===== config.mk =====
export PLATFORM = sky130hd
export DESIGN_NAME = dispatch_reader
export DESIGN_NICKNAME = d
export VERILOG_FILES = /design/src/rtl/dispatch_reader.sv
export SDC_FILE = /design/constraint.sdc
export NUM_CORES = 1
export LEC_CHECK = 0
export CAP_MARGIN = 20
export CORE_ASPECT_RATIO = 0.5
export CORE_MARGIN = 4
export CORE_UTILIZATION = 53
export CTS_BUF_LIST = sky130_fd_sc_hd__clkbuf_2
export DETAILED_ROUTE_END_ITERATION = 6
export HOLD_SLACK_MARGIN = 0.1
export PLACE_DENSITY = 0.92
export SLEW_MARGIN = 15
export SYNTH_ARGS = -nofsm -noshare
export SYNTH_HDL_FRONTEND = slang
export SYNTH_SLANG_ARGS = --single-unit

===== constraint.sdc =====
create_clock -name clock_i -period 4.6 [get_ports clock_i]
set_input_delay 0.69 -clock clock_i [delete_from_list [all_inputs] [get_ports clock_i]]
set_output_delay 0.69 -clock clock_i [all_outputs]
set_load 0.1 [all_outputs]

===== src/rtl/dispatch_reader.sv =====
// rtl/dispatch_reader.sv - ring-order reader of the dispatch RAM feeding a 2-entry task buffer
// Define DISPATCH_READER_STATS_EN to add delivered/stall counters and their ports.
module dispatch_reader #(
  parameter int CORE        = 0,
  parameter int DATA_WIDTH  = 32,
  parameter int INDEX_WIDTH = 3
) (
  input  logic                   clock_i,
  input  logic                   reset_i,
  input  logic                   push_i,
  input  logic                   flush_i,
  output logic                   ram_read_o,
  output logic [INDEX_WIDTH-1:0] ram_address_o,
  input  logic [DATA_WIDTH-1:0]  ram_data_i,
  output logic                   task_valid_o,
  input  logic                   task_ready_i,
  output logic [DATA_WIDTH-1:0]  task_data_o,
  output logic [INDEX_WIDTH-1:0] task_index_o,
  output logic [INDEX_WIDTH:0]   level_o,
  output logic                   full_o,
  output logic                   empty_o,
  output logic                   overflow_o,
  output logic                   busy_o,
`ifdef DISPATCH_READER_STATS_EN
  output logic [31:0]            stat_delivered_o,
  output logic [31:0]            stat_stalls_o,
`endif
  input  logic                   report_i
);

  localparam logic [INDEX_WIDTH:0]   LVL_DEPTH = {1'b1, {INDEX_WIDTH{1'b0}}};
  localparam logic [INDEX_WIDTH:0]   LVL_ONE   = {{INDEX_WIDTH{1'b0}}, 1'b1};
  localparam logic [INDEX_WIDTH-1:0] IDX_ONE   = {{(INDEX_WIDTH-1){1'b0}}, 1'b1};

  typedef enum logic {ST_RUN, ST_FLUSH} state_t;

  state_t                            state_q, state_d;
  logic [INDEX_WIDTH-1:0]            head_q, head_d;
  logic [INDEX_WIDTH-1:0]            tail_q, tail_d;
  logic [INDEX_WIDTH:0]              pending_q, pending_d;
  logic [INDEX_WIDTH:0]              level_q, level_d;
  logic                              overflow_q, overflow_d;
  logic                              inflight_q, inflight_d;
  logic [INDEX_WIDTH-1:0]            inflight_idx_q, inflight_idx_d;
  logic [1:0][DATA_WIDTH-1:0]        buf_data_q, buf_data_d;
  logic [1:0][INDEX_WIDTH-1:0]       buf_idx_q, buf_idx_d;
  logic [1:0]                        buf_cnt_q, buf_cnt_d;

  logic       run;
  logic       full;
  logic       task_valid;
  logic       transfer;
  logic       push_ok;
  logic       rd_issue;
  logic [1:0] occupancy;

  assign run        = (state_q == ST_RUN);
  assign full       = (level_q == LVL_DEPTH);
  assign task_valid = run && (buf_cnt_q != 2'd0);
  assign transfer   = task_valid && task_ready_i;
  assign push_ok    = run && push_i && (!full || transfer);

  // A slot leaving the buffer this cycle is credited back immediately, so a
  // read can be issued in the same cycle and the core sees one task per cycle.
  assign occupancy  = buf_cnt_q + {1'b0, inflight_q} - {1'b0, transfer};
  assign rd_issue   = run && (pending_q != '0) && (occupancy < 2'd2);

  assign ram_read_o    = rd_issue;
  assign ram_address_o = head_q;
  assign task_valid_o  = task_valid;
  assign task_data_o   = buf_data_q[0];
  assign task_index_o  = buf_idx_q[0];
  assign level_o       = level_q;
  assign full_o        = full;
  assign empty_o       = (level_q == '0);
  assign overflow_o    = overflow_q;
  assign busy_o        = (state_q == ST_FLUSH);

  always_comb begin
    state_d        = state_q;
    head_d         = head_q;
    tail_d         = tail_q;
    pending_d      = pending_q;
    level_d        = level_q;
    overflow_d     = overflow_q;
    inflight_d     = inflight_q;
    inflight_idx_d = inflight_idx_q;
    buf_data_d     = buf_data_q;
    buf_idx_d      = buf_idx_q;
    buf_cnt_d      = buf_cnt_q;

    case (state_q)
      ST_RUN: begin
        if (flush_i) begin
          state_d = ST_FLUSH;
        end
        if (push_ok) begin
          tail_d = tail_q + IDX_ONE;
        end
        if (rd_issue) begin
          head_d = head_q + IDX_ONE;
        end
        inflight_d     = rd_issue;
        inflight_idx_d = head_q;

        case ({push_ok, rd_issue})
          2'b10:   pending_d = pending_q + LVL_ONE;
          2'b01:   pending_d = pending_q - LVL_ONE;
          default: pending_d = pending_q;
        endcase

        case ({push_ok, transfer})
          2'b10:   level_d = level_q + LVL_ONE;
          2'b01:   level_d = level_q - LVL_ONE;
          default: level_d = level_q;
        endcase

        if (push_i && full && !transfer) begin
          overflow_d = 1'b1;
        end

        // Pop first, then append the landing read behind whatever remains.
        if (transfer) begin
          buf_data_d[0] = buf_data_q[1];
          buf_idx_d[0]  = buf_idx_q[1];
          buf_cnt_d     = buf_cnt_q - 2'd1;
        end
        if (inflight_q) begin
          if (buf_cnt_d == 2'd0) begin
            buf_data_d[0] = ram_data_i;
            buf_idx_d[0]  = inflight_idx_q;
          end else begin
            buf_data_d[1] = ram_data_i;
            buf_idx_d[1]  = inflight_idx_q;
          end
          buf_cnt_d = buf_cnt_d + 2'd1;
        end
      end

      ST_FLUSH: begin
        // Any read landing now is dropped; resync once the RAM port is idle.
        inflight_d = 1'b0;
        if (!inflight_q) begin
          buf_cnt_d = 2'd0;
          head_d    = tail_q;
          pending_d = '0;
          level_d   = '0;
          state_d   = ST_RUN;
        end
      end

      default: state_d = ST_RUN;
    endcase
  end

  always_ff @(posedge clock_i) begin
    if (reset_i) begin
      state_q        <= ST_RUN;
      head_q         <= '0;
      tail_q         <= '0;
      pending_q      <= '0;
      level_q        <= '0;
      overflow_q     <= 1'b0;
      inflight_q     <= 1'b0;
      inflight_idx_q <= '0;
      buf_data_q     <= '0;
      buf_idx_q      <= '0;
      buf_cnt_q      <= 2'd0;
    end else begin
      state_q        <= state_d;
      head_q         <= head_d;
      tail_q         <= tail_d;
      pending_q      <= pending_d;
      level_q        <= level_d;
      overflow_q     <= overflow_d;
      inflight_q     <= inflight_d;
      inflight_idx_q <= inflight_idx_d;
      buf_data_q     <= buf_data_d;
      buf_idx_q      <= buf_idx_d;
      buf_cnt_q      <= buf_cnt_d;
    end
  end

`ifdef DISPATCH_READER_STATS_EN
  logic [31:0] delivered_q;
  logic [31:0] stalls_q;

  always_ff @(posedge clock_i) begin
    if (reset_i) begin
      delivered_q <= '0;
      stalls_q    <= '0;
    end else begin
      if (transfer) begin
        delivered_q <= delivered_q + 32'd1;
      end
      if (task_valid && !task_ready_i) begin
        stalls_q <= stalls_q + 32'd1;
      end
    end
  end

  assign stat_delivered_o = delivered_q;
  assign stat_stalls_o    = stalls_q;
`endif

`ifndef SYNTHESIS
  logic [31:0] cycle_q;

  always_ff @(posedge clock_i) begin
    if (reset_i) begin
      cycle_q <= '0;
    end else begin
      cycle_q <= cycle_q + 32'd1;
    end
    if (report_i) begin
`ifdef DISPATCH_READER_STATS_EN
      $display("dispatch_reader core=%0d cycle=%0d head=%0d tail=%0d level=%0d task_valid=%0b task_ready=%0b task_data=%0h state=%s delivered=%0d stalls=%0d",
               CORE, cycle_q, head_q, tail_q, level_q, task_valid, task_ready_i,
               buf_data_q[0], (state_q == ST_RUN) ? "RUN" : "FLUSH", delivered_q, stalls_q);
`else
      $display("dispatch_reader core=%0d cycle=%0d head=%0d tail=%0d level=%0d task_valid=%0b task_ready=%0b task_data=%0h state=%s",
               CORE, cycle_q, head_q, tail_q, level_q, task_valid, task_ready_i,
               buf_data_q[0], (state_q == ST_RUN) ? "RUN" : "FLUSH");
`endif
    end
  end
`endif

endmodule

# Word-level counts from Yosys, hierarchy flattened

Cells that the tools add are included.
W data, S select, Z words.

Add/sub/neg operators: 10
Multiply operators: 0
Div/mod/pow operators: 0
$lt $le $gt $ge: 1
Equality and inequality tests: 9
Shifts and indexed selects: 0
Mux-type cells: 23
Bitwise gates (word level): 2
Reductions and logical operators: 21

Operators with widths:

| operator              | count |
|---|---|
| $mux W32              | 3 |
| $pmux W4 S2           | 4 |
| $mux W3               | 5 |
| $reduce_and A2 Y1     | 5 |
| $add A4 B1 Y4 const B | 2 |
| $logic_and A1 B1 Y1   | 8 |
| $mux W2               | 4 |
| $sub A4 B1 Y4 const B | 2 |
| $add A3 B1 Y3 const B | 2 |
| $ne A3 B1 Y1 const B  | 2 |
| $pmux W3 S2           | 1 |
| $eq A2 B1 Y1 const B  | 2 |
| $eq A2 B2 Y1 const B  | 2 |
| $eq A4 B4 Y1 const B  | 1 |
| $logic_not A4 Y1      | 1 |
| $mux W4               | 1 |
| $pmux W1 S2           | 2 |
| $pmux W2 S2           | 1 |
| $reduce_bool A4 Y1    | 1 |
| $reduce_and A3 Y1     | 1 |
| $add A2 B1 Y2         | 1 |
| $add A2 B1 Y2 const B | 1 |
| $logic_not A1 Y1      | 2 |
| $logic_not A2 Y1      | 1 |
| other kinds (9)       | 11 |

Register bits: 92
Bits in latches: 0
Memory bits (writable): 0
ROM bits: 0
Output and inout bits: 48
Memories kept: 0

# Depth between registers and ports, before layout

Gate-level depths: netlist (run 1).

Depth in word-level cells: 9
Gate-level depth with buffers: 17
Mapped depth without buffers: 16

# Worst setup path after synthesis (run 1)

OpenSTA, ideal clock, no wires.

Path type: register -> output
Start point: register level_q[0], in the netlist level_o[0]
End point: output empty_o
Arrival: 3.756 ns
Required time: 3.910 ns
Path slack: 0.154 ns
Cell stages (with the launch flop): 2
Buffers on the path: 0
Path through: dfxtp_1 > nor4_1

Longest elaborated chain between the ends: 1

RTL lines:

| what                     | line | text |
|---|---|---|
| start: declaration       | 41   | `logic [INDEX_WIDTH:0] level_q, level_d;` |
| start signal: assignment | 174  | `level_q <= level_d;` |
| $logic_not A4 Y1         | 75   | `assign empty_o = (level_q == '0);` |
| end: declaration         | 21   | `output logic empty_o,` |

No other way between the ends.

# Final worst setup path (run 1)

Start point: register buf_cnt_q[0]
End point: output ram_read_o

Longest elaborated chain between the ends: 6
Elaborated cells on any way between the ends: 7

RTL lines:

| what                                                  | line | text |
|---|---|---|
| start: declaration                                    | 47   | `logic [1:0] buf_cnt_q, buf_cnt_d;` |
| start signal: assignment                              | 180  | `buf_cnt_q <= buf_cnt_d;` |
| branches (longest 3 deep; another with $add A2 B1 Y2) | n/a  |  |
| $sub A2 B1 Y2 (*)                                     | 65   | `assign occupancy = buf_cnt_q + {1'b0, inflight_q} - {1'b0, transfer};` |
| $lt A2 B2 Y1 (*)                                      | 66   | `assign rd_issue = run && (pending_q != '0) && (occupancy < 2'd2);` |
| $logic_and A1 B1 Y1 (*)                               | 66   |  |
| end: declaration                                      | 12   | `output logic ram_read_o,` |

Every way passes the cells marked *.

==> results.md, run 1 <==
- Top_reg_cell synth: dfxtp_1
- Via/cell ratio: 5.46
- Worst-case reg-to-reg path depth: 17
- Largest family of logic cells by synthesized area: simple AND/OR/NAND/NOR gates
- Clock tree buffer depth: 2
- Rel. slew slack: between 30% and 40%
- Post-CTS Setup Inserts: 0
- Worst Hold Class: reg -> reg
- Simple logic cell fraction of the synthesized area: between 20 and 25%
- Core area: about 7500 um^2
- Setup crit end kind: output port
- CTS resizes: 0
- Seq/Total Area, Yosys: approximately 44%
- Post-synth top area share: ~44%
- CP arrival: roughly 3.4 ns
- XOR/XNOR Fraction of Synth Area: about 1.5%
- Num CTS Buffers: 9
- CTS Hold Bufs: 0
- H-tree levels: 3
- Initial core utilization: 55.8%
- Routed WL per cell: 14.1 um
- Synth Net Count: 561
- Synth top area cells: dfxtp_1 44%, nand2_1 7.0%, buf_4 6.3%, a21oi_1 5.5%, o22ai_1 5.2%
- Most common cell in the synthesized netlist: dfxtp_1
- Mapped Area: between 4000 and 5000 um^2
- Final Worst Setup Slack: 0.538 ns
- Die area: 9460 um^2
- FF-to-FF setup slack: between 0.8 and 0.9 ns
- Synth top cells by count: 92 x dfxtp_1, 78 x nand2_1, 55 x nor2_1
- Slew Viols, Final: 0
- Run status: finished, final reports clean
- Die span in x: 134 um
- CP cell instances: inv_1 > ha_1 > nor3b_1 > buf_4 > nor2_1 > or2_2 > ha_1 > xnor2_1 > xnor2_1 > or2_1 > inv_1 > buf_12
- N_diodes: 0
- Setup crit end: ram_read_o
- Synth Area in Compound Gates: 16.6%
- Crit Path Category: reg -> out
- Share of layout cells above drive strength 1: under 10%
- Vias in the first global route: 3,435
- Number of setup violations in the final report: 0
- Num ports: 86
- Max Cap Violations: 0
- Measured slew at the worst slew-check pin: about 1.0 ns
- Synth Area in Adders: 3.17%
- Row cnt: 22
- Total grt overflow: 0
- Synth Area per Inst: around 8.1 um^2
- Max Clk Rate: about 0.25 GHz
- GRT Util Overall: slightly above 20%
- Final Net Count: 596
- RR Endpoint: pending_q[3]$_SDFFE_PP0P_
- Post-synthesis mux area share: 1.68%
- Post-DRT Antenna Nets: 0
- Synth unique cells: 50
- Clock Skew: ~0.027 ns
- CTS tree: yes
- Largest area contributor in the netlist: dfxtp_1
- Clock-pin slew on the worst setup and hold paths: between 0.2 and 0.25 ns
- Routed wire length: about 9300 um
- Root Buffer: clkbuf_2
- Worst setup startpoint: buf_cnt_q[0]$_SDFFE_PP0P_
- Crit Path Max Fanout: 7
- Residual DRC: 0
- Crit path launch type: flip-flop
- Fin Setup TNS: 0 ns
- Critical Path RT: around 4 ns
- Initial detailed-routing violation count: 203
- Via count: ~3,600
- Initial antenna violation count: 0
- Seq cells post-synth: a little over 90
- CTS Sinks: 92
- Place WS: around 0.41 ns
- Synth Instances: about 500
- Port bufs: between 80 and 90
- DRT Pass-1 Iters: 4
- Clk Latency, worst-skew pair: between 0.5 and 0.6 ns
- RD Place Congestion: 0.838
- RSZ-0062 raised after global routing: false
- Chip Height: between 70 and 80 um
- FF-to-FF Start: buf_cnt_q[0]$_SDFFE_PP0P_
- Detail Placement HPWL: around 6200 um
- Crit path max-delay cell type: xnor2_1
- Hold Fails Final Rpt: 0
- Number of flops mapped to enable cells by yosys: 0
- Ys Warns: 0
- Period Utilization, post-route: approximately nine tenths
- First-pass GRT wire length: 15,800 um
- Max stage delay on crit path: between 0.4 and 0.5 ns
- Min Tclk post-route: ~4.1 ns
- Area Growth Syn to Fin: 18.0%
- Ys async rst share: 0%
- Largest net degree at the start of global routing: 60
-- area by class of cell --
type,instances,area (um^2)
clock buffer,9,45.0
clock inverter,7,52.6
fill,621,2560
inverter,10,45.0
multi-input combinational,342,1890
sequential,92,1840
tap,108,135
timing repair buffer,93,926
-- per-layer routing --
| layer | vias up | part of all wire (%) | track usage (%) |
|---|---|---|---|
| met3 | 12 | 4.7 | 4.76 |
| met5 | - | 0 | 0 |
| met4 | 0 | 1.6 | 9.01 |
| met1 | 1673 | 46 | 25.4 |
| li1 | 1814 | - | - |
| met2 | 111 | 48 | 33.7 |
-- state kept, by name, indices dropped and copies added (netlist names), 2 cells and up --
name            cells
level_o             4
buf_cnt_q           2
task_index_o        3
buf_idx_q           3
tail_q              3
inflight_idx_q      3
task_data_o        32
pending_q           4
buf_data_q         32
ram_address_o       3
-- cells by family after synthesis --
group / Yosys count
buffers and inverters: 79
adders and majority gates: 10
DFF: 92
xor gates and xnor gates: 7
and+or+nand+nor: 207
AOI/OAI and AO/OA: 111
muxes: 7
-- metrics by stage --
step / hold WS (ns) / instance area (um^2) / utilization (%) / std cells
detailed placement: 0.447 / 4810 / 64.3 / 644
floorplan: 0.437 / 4180 / - / 513
finish: 0.471 / 4930 / 65.9 / 661
CTS: 0.473 / 4910 / 65.6 / 660
global placement: 0.441 / 4810 / 64.3 / 644
global route: 0.494 / 4930 / 65.9 / 661
-- how the worst min path moves through the flow --
stage | startpoint | to | slack, ns | depth (start not counted)
3_3_place_gp | buf_data_q[60]$_SDFFE_PP0P_ | buf_data_q[60]$_SDFFE_PP0P_ | 0.44 | 2
3_5_place_dp | buf_data_q[32]$_SDFFE_PP0P_ | buf_data_q[32]$_SDFFE_PP0P_ | 0.45 | 2
4_1_cts | buf_data_q[62]$_SDFFE_PP0P_ | buf_data_q[62]$_SDFFE_PP0P_ | 0.47 | 2
2_1_floorplan | buf_data_q[51]$_SDFFE_PP0P_ | buf_data_q[51]$_SDFFE_PP0P_ | 0.44 | 2
6_report | buf_data_q[62]$_SDFFE_PP0P_ | buf_data_q[62]$_SDFFE_PP0P_ | 0.47 | 2
5_1_grt | buf_data_q[38]$_SDFFE_PP0P_ | buf_data_q[38]$_SDFFE_PP0P_ | 0.49 | 2
-- cell usage in the layout, fill, tap and decap left out, types with 3 or more instances in the layout --
| cell type | netlist | routed |
|---|---|---|
| nor3_1 | 35 | 35 |
| a31oi_1 | 5 | 5 |
| xnor2_1 | 6 | 6 |
| o21ai_0 | 7 | 7 |
| nor2_1 | 55 | 55 |
| dfxtp_1 | 92 | 92 |
| clkdlybuf4s50_1 | 0 | 82 |
| ha_1 | 9 | 9 |
| clkinv_4 | 1 | 4 |
| o22ai_1 | 35 | 35 |
| nor2b_1 | 4 | 4 |
| nand4_1 | 3 | 3 |
| a211oi_1 | 3 | 3 |
| inv_1 | 7 | 7 |
| clkinv_1 | 1 | 3 |
| a21oi_1 | 46 | 46 |
| nand2_1 | 78 | 78 |
| buf_4 | 35 | 8 |
| clkbuf_2 | 1 | 9 |
| a21o_1 | 3 | 3 |
| mux2i_1 | 7 | 7 |
| nand3_1 | 14 | 14 |
-- critical path, delay by kind of cell (launching register included) --
family,cells,cell delay [ns]
buffers and inverters,4,0.55
AND/OR/NAND/NOR,4,0.86
XOR/XNOR,2,0.57
adder cells (fa/ha/maj),2,0.44
flip-flops,1,0.42
Power of run 1 is not shown: default switching activity piles up to over one toggle a cycle in this logic, so the estimate is an artifact.
==> inputs of run 2 (changes only) <==
- PLACE_DENSITY: 0.92 -> unset
- PLACE_DENSITY_LB_ADDON: unset -> 0.1
- SKIP_CTS_REPAIR_TIMING: unset -> 1
==> run 2 against run 1 <==
  * Register-to-register slack improved by 0.17 ns
  * Non-clock buffer count up 1
  * Via count shrank 3.0%
  * Final cell count stayed put
  * Maximum frequency increased by 2.6%
  * Wire length decreased by 2.6%
  * Core utilization up 0.084 points
  * First-iteration DRC count grew 14%
  * Clock skew up 0.012 ns
  * Critical path depth grew 1
  * Critical path type unchanged
==> results.md, run 2 (synthesis results as in run 1) <==
- Crit Path Max Fanout: 6
- Crit path launch type: flip-flop
- Initial core utilization: 55.8%
- Max Clk Rate: about 0.25 GHz
- Clock tree buffer depth: 2
- FF-to-FF setup slack: about 0.98 ns
- Routed WL per cell: 13.8 um
- RSZ-0062 raised after global routing: false
- Num CTS Buffers: 9
- Routed wire length: 9100 um
- Critical Path RT: approximately 3.9 ns
- Fin Setup TNS: 0 ns
- CP cell instances: inv_1 > ha_1 > nor3b_1 > buf_4 > nor2_1 > or2_2 > ha_1 > xnor2_1 > xnor2_1 > buf_4 > or2_1 > inv_1 > buf_12
- Setup crit end kind: output port
- Hold_sp: inflight_idx_q[1]$_SDFFE_PP0N_
- Via/cell ratio: 5.30
- DRT Pass-1 Iters: 4
- GRT Util Overall: between 10% and 20%
- Residual DRC: 0
- Area Growth Syn to Fin: 18.1%
- Root Buffer: clkbuf_2
- Measured slew at the worst slew-check pin: 1.03 ns
- Slew Viols, Final: 0
- Fillers: about 700
- Vias in the first global route: around 3,200
- Largest net degree at the start of global routing: between 60 and 70
- Final hold slack: roughly 0.46 ns
- Final Net Count: between 500 and 600
- Initial detailed-routing violation count: around 230
- Min Tclk post-route: approximately 4 ns
- WHS Path Cells: 2
- Clk Latency, worst-skew pair: around 0.55 ns
- First-pass GRT wire length: between 15,000 and 20,000 um
- CP arrival: between 3 and 4 ns
- Run status: finished, final reports clean
- Port bufs: between 80 and 90
- WHS Endpoint: buf_idx_q[4]$_SDFFE_PP0P_
- H-tree levels: 3
- Crit path max-delay cell type: dfxtp_1
- Max stage delay on crit path: between 0.4 and 0.5 ns
- Share of layout cells above drive strength 1: a little under 7%
- CTS tree: yes
- Clock-pin slew on the worst setup and hold paths: approximately 0.24 ns
- FF-to-FF Start: buf_cnt_q[0]$_SDFFE_PP0P_
- Via count: between 3,000 and 4,000
- Detail Placement HPWL: ~6000 um
- Chip Height: 70.8 um
- Commonest non-fill, non-tap cell in the layout: dfxtp_1
- CTS Sinks: ~90
- Die span in x: 134 um
- Worst-case reg-to-reg path depth: 16
- Total grt overflow: 0
- Clock Skew: a little under 0.04 ns
- Period Utilization, post-route: roughly 86%
- Post-DRT Antenna Nets: 0
- Die area: ~9500 um^2
- Initial antenna violation count: 0
- Most frequent cells in the layout: 92 x dfxtp_1, 82 x clkdlybuf4s50_1, 78 x nand2_1
- Crit Path Category: reg -> out
- RD Place Congestion: 0.772
- N_diodes: 0
- Rel. slew slack: between 30% and 40%
- Core area: 7490 um^2
- Row cnt: 22
- Num ports: 86
- Worst Hold Class: reg -> reg
- Max Cap Violations: 0
- RR Endpoint: pending_q[3]$_SDFFE_PP0P_
- Hold Fails Final Rpt: 0
- Number of setup violations in the final report: 0
## run 2: changes by cell type in the layout (fill, tap and decap cells not counted), sizes merged
cell / change
bufinv: +1
buf: +1
clkinv: -2
## run 2: metal layers
layer,global-route usage (%),vias to the layer above,wire length [um]
met2,31.9,84,4120
met3,5.54,10,532
li1,-,1812,-
met5,0,-,0
met1,25.1,1597,4360
met4,5.82,0,89
## run 2: stage by stage
step | area (um^2) | cells | utilization, % | setup slack [ns]
5_1_grt | 4940 | 661 | 65.9 | 0.346
6_report | 4940 | 661 | 65.9 | 0.640
3_5_place_dp | 4830 | 646 | 64.5 | 0.548
4_1_cts | 4940 | 661 | 65.9 | 0.585
3_3_place_gp | 4830 | 646 | 64.5 | 0.598
2_1_floorplan | 4180 | 513 | - | 0.154
## run 2: cell type report
class / count / area, um^2 / area share [%]
multi-input combinational: 342 / 1890 / 38.2
clock buffer: 9 / 45.0 / 0.912
sequential: 92 / 1840 / 37.3
inverter: 10 / 45.0 / 0.912
timing repair buffer: 94 / 921 / 18.7
tap: 108 / 135 / 2.74
clock inverter: 6 / 63.8 / 1.29
## run 2: worst max-delay path, delay by kind of cell (launching register included)
kind	cells	cell delay, ns
adder cells (fa/ha/maj)	2	0.44
buffers and inverters	5	0.73
flip-flops	1	0.42
XOR/XNOR	2	0.30
AND/OR/NAND/NOR	4	0.84
## run 2: how the worst max path moves through the flow
stage / startpoint / to / slack (ns) / cells after the start
2_1_floorplan: level_o[0]$_SDFFE_PP0P_ / empty_o / 0.15 / 1
3_3_place_gp: task_ready_i / pending_q[3]$_SDFFE_PP0P_ / 0.60 / 15
3_5_place_dp: task_ready_i / pending_q[3]$_SDFFE_PP0P_ / 0.55 / 15
4_1_cts: buf_cnt_q[0]$_SDFFE_PP0P_ / ram_read_o / 0.59 / 13
5_1_grt: buf_cnt_q[0]$_SDFFE_PP0P_ / ram_read_o / 0.35 / 13
6_report: buf_cnt_q[0]$_SDFFE_PP0P_ / ram_read_o / 0.64 / 13
Power of run 2 is left out for the same reason.
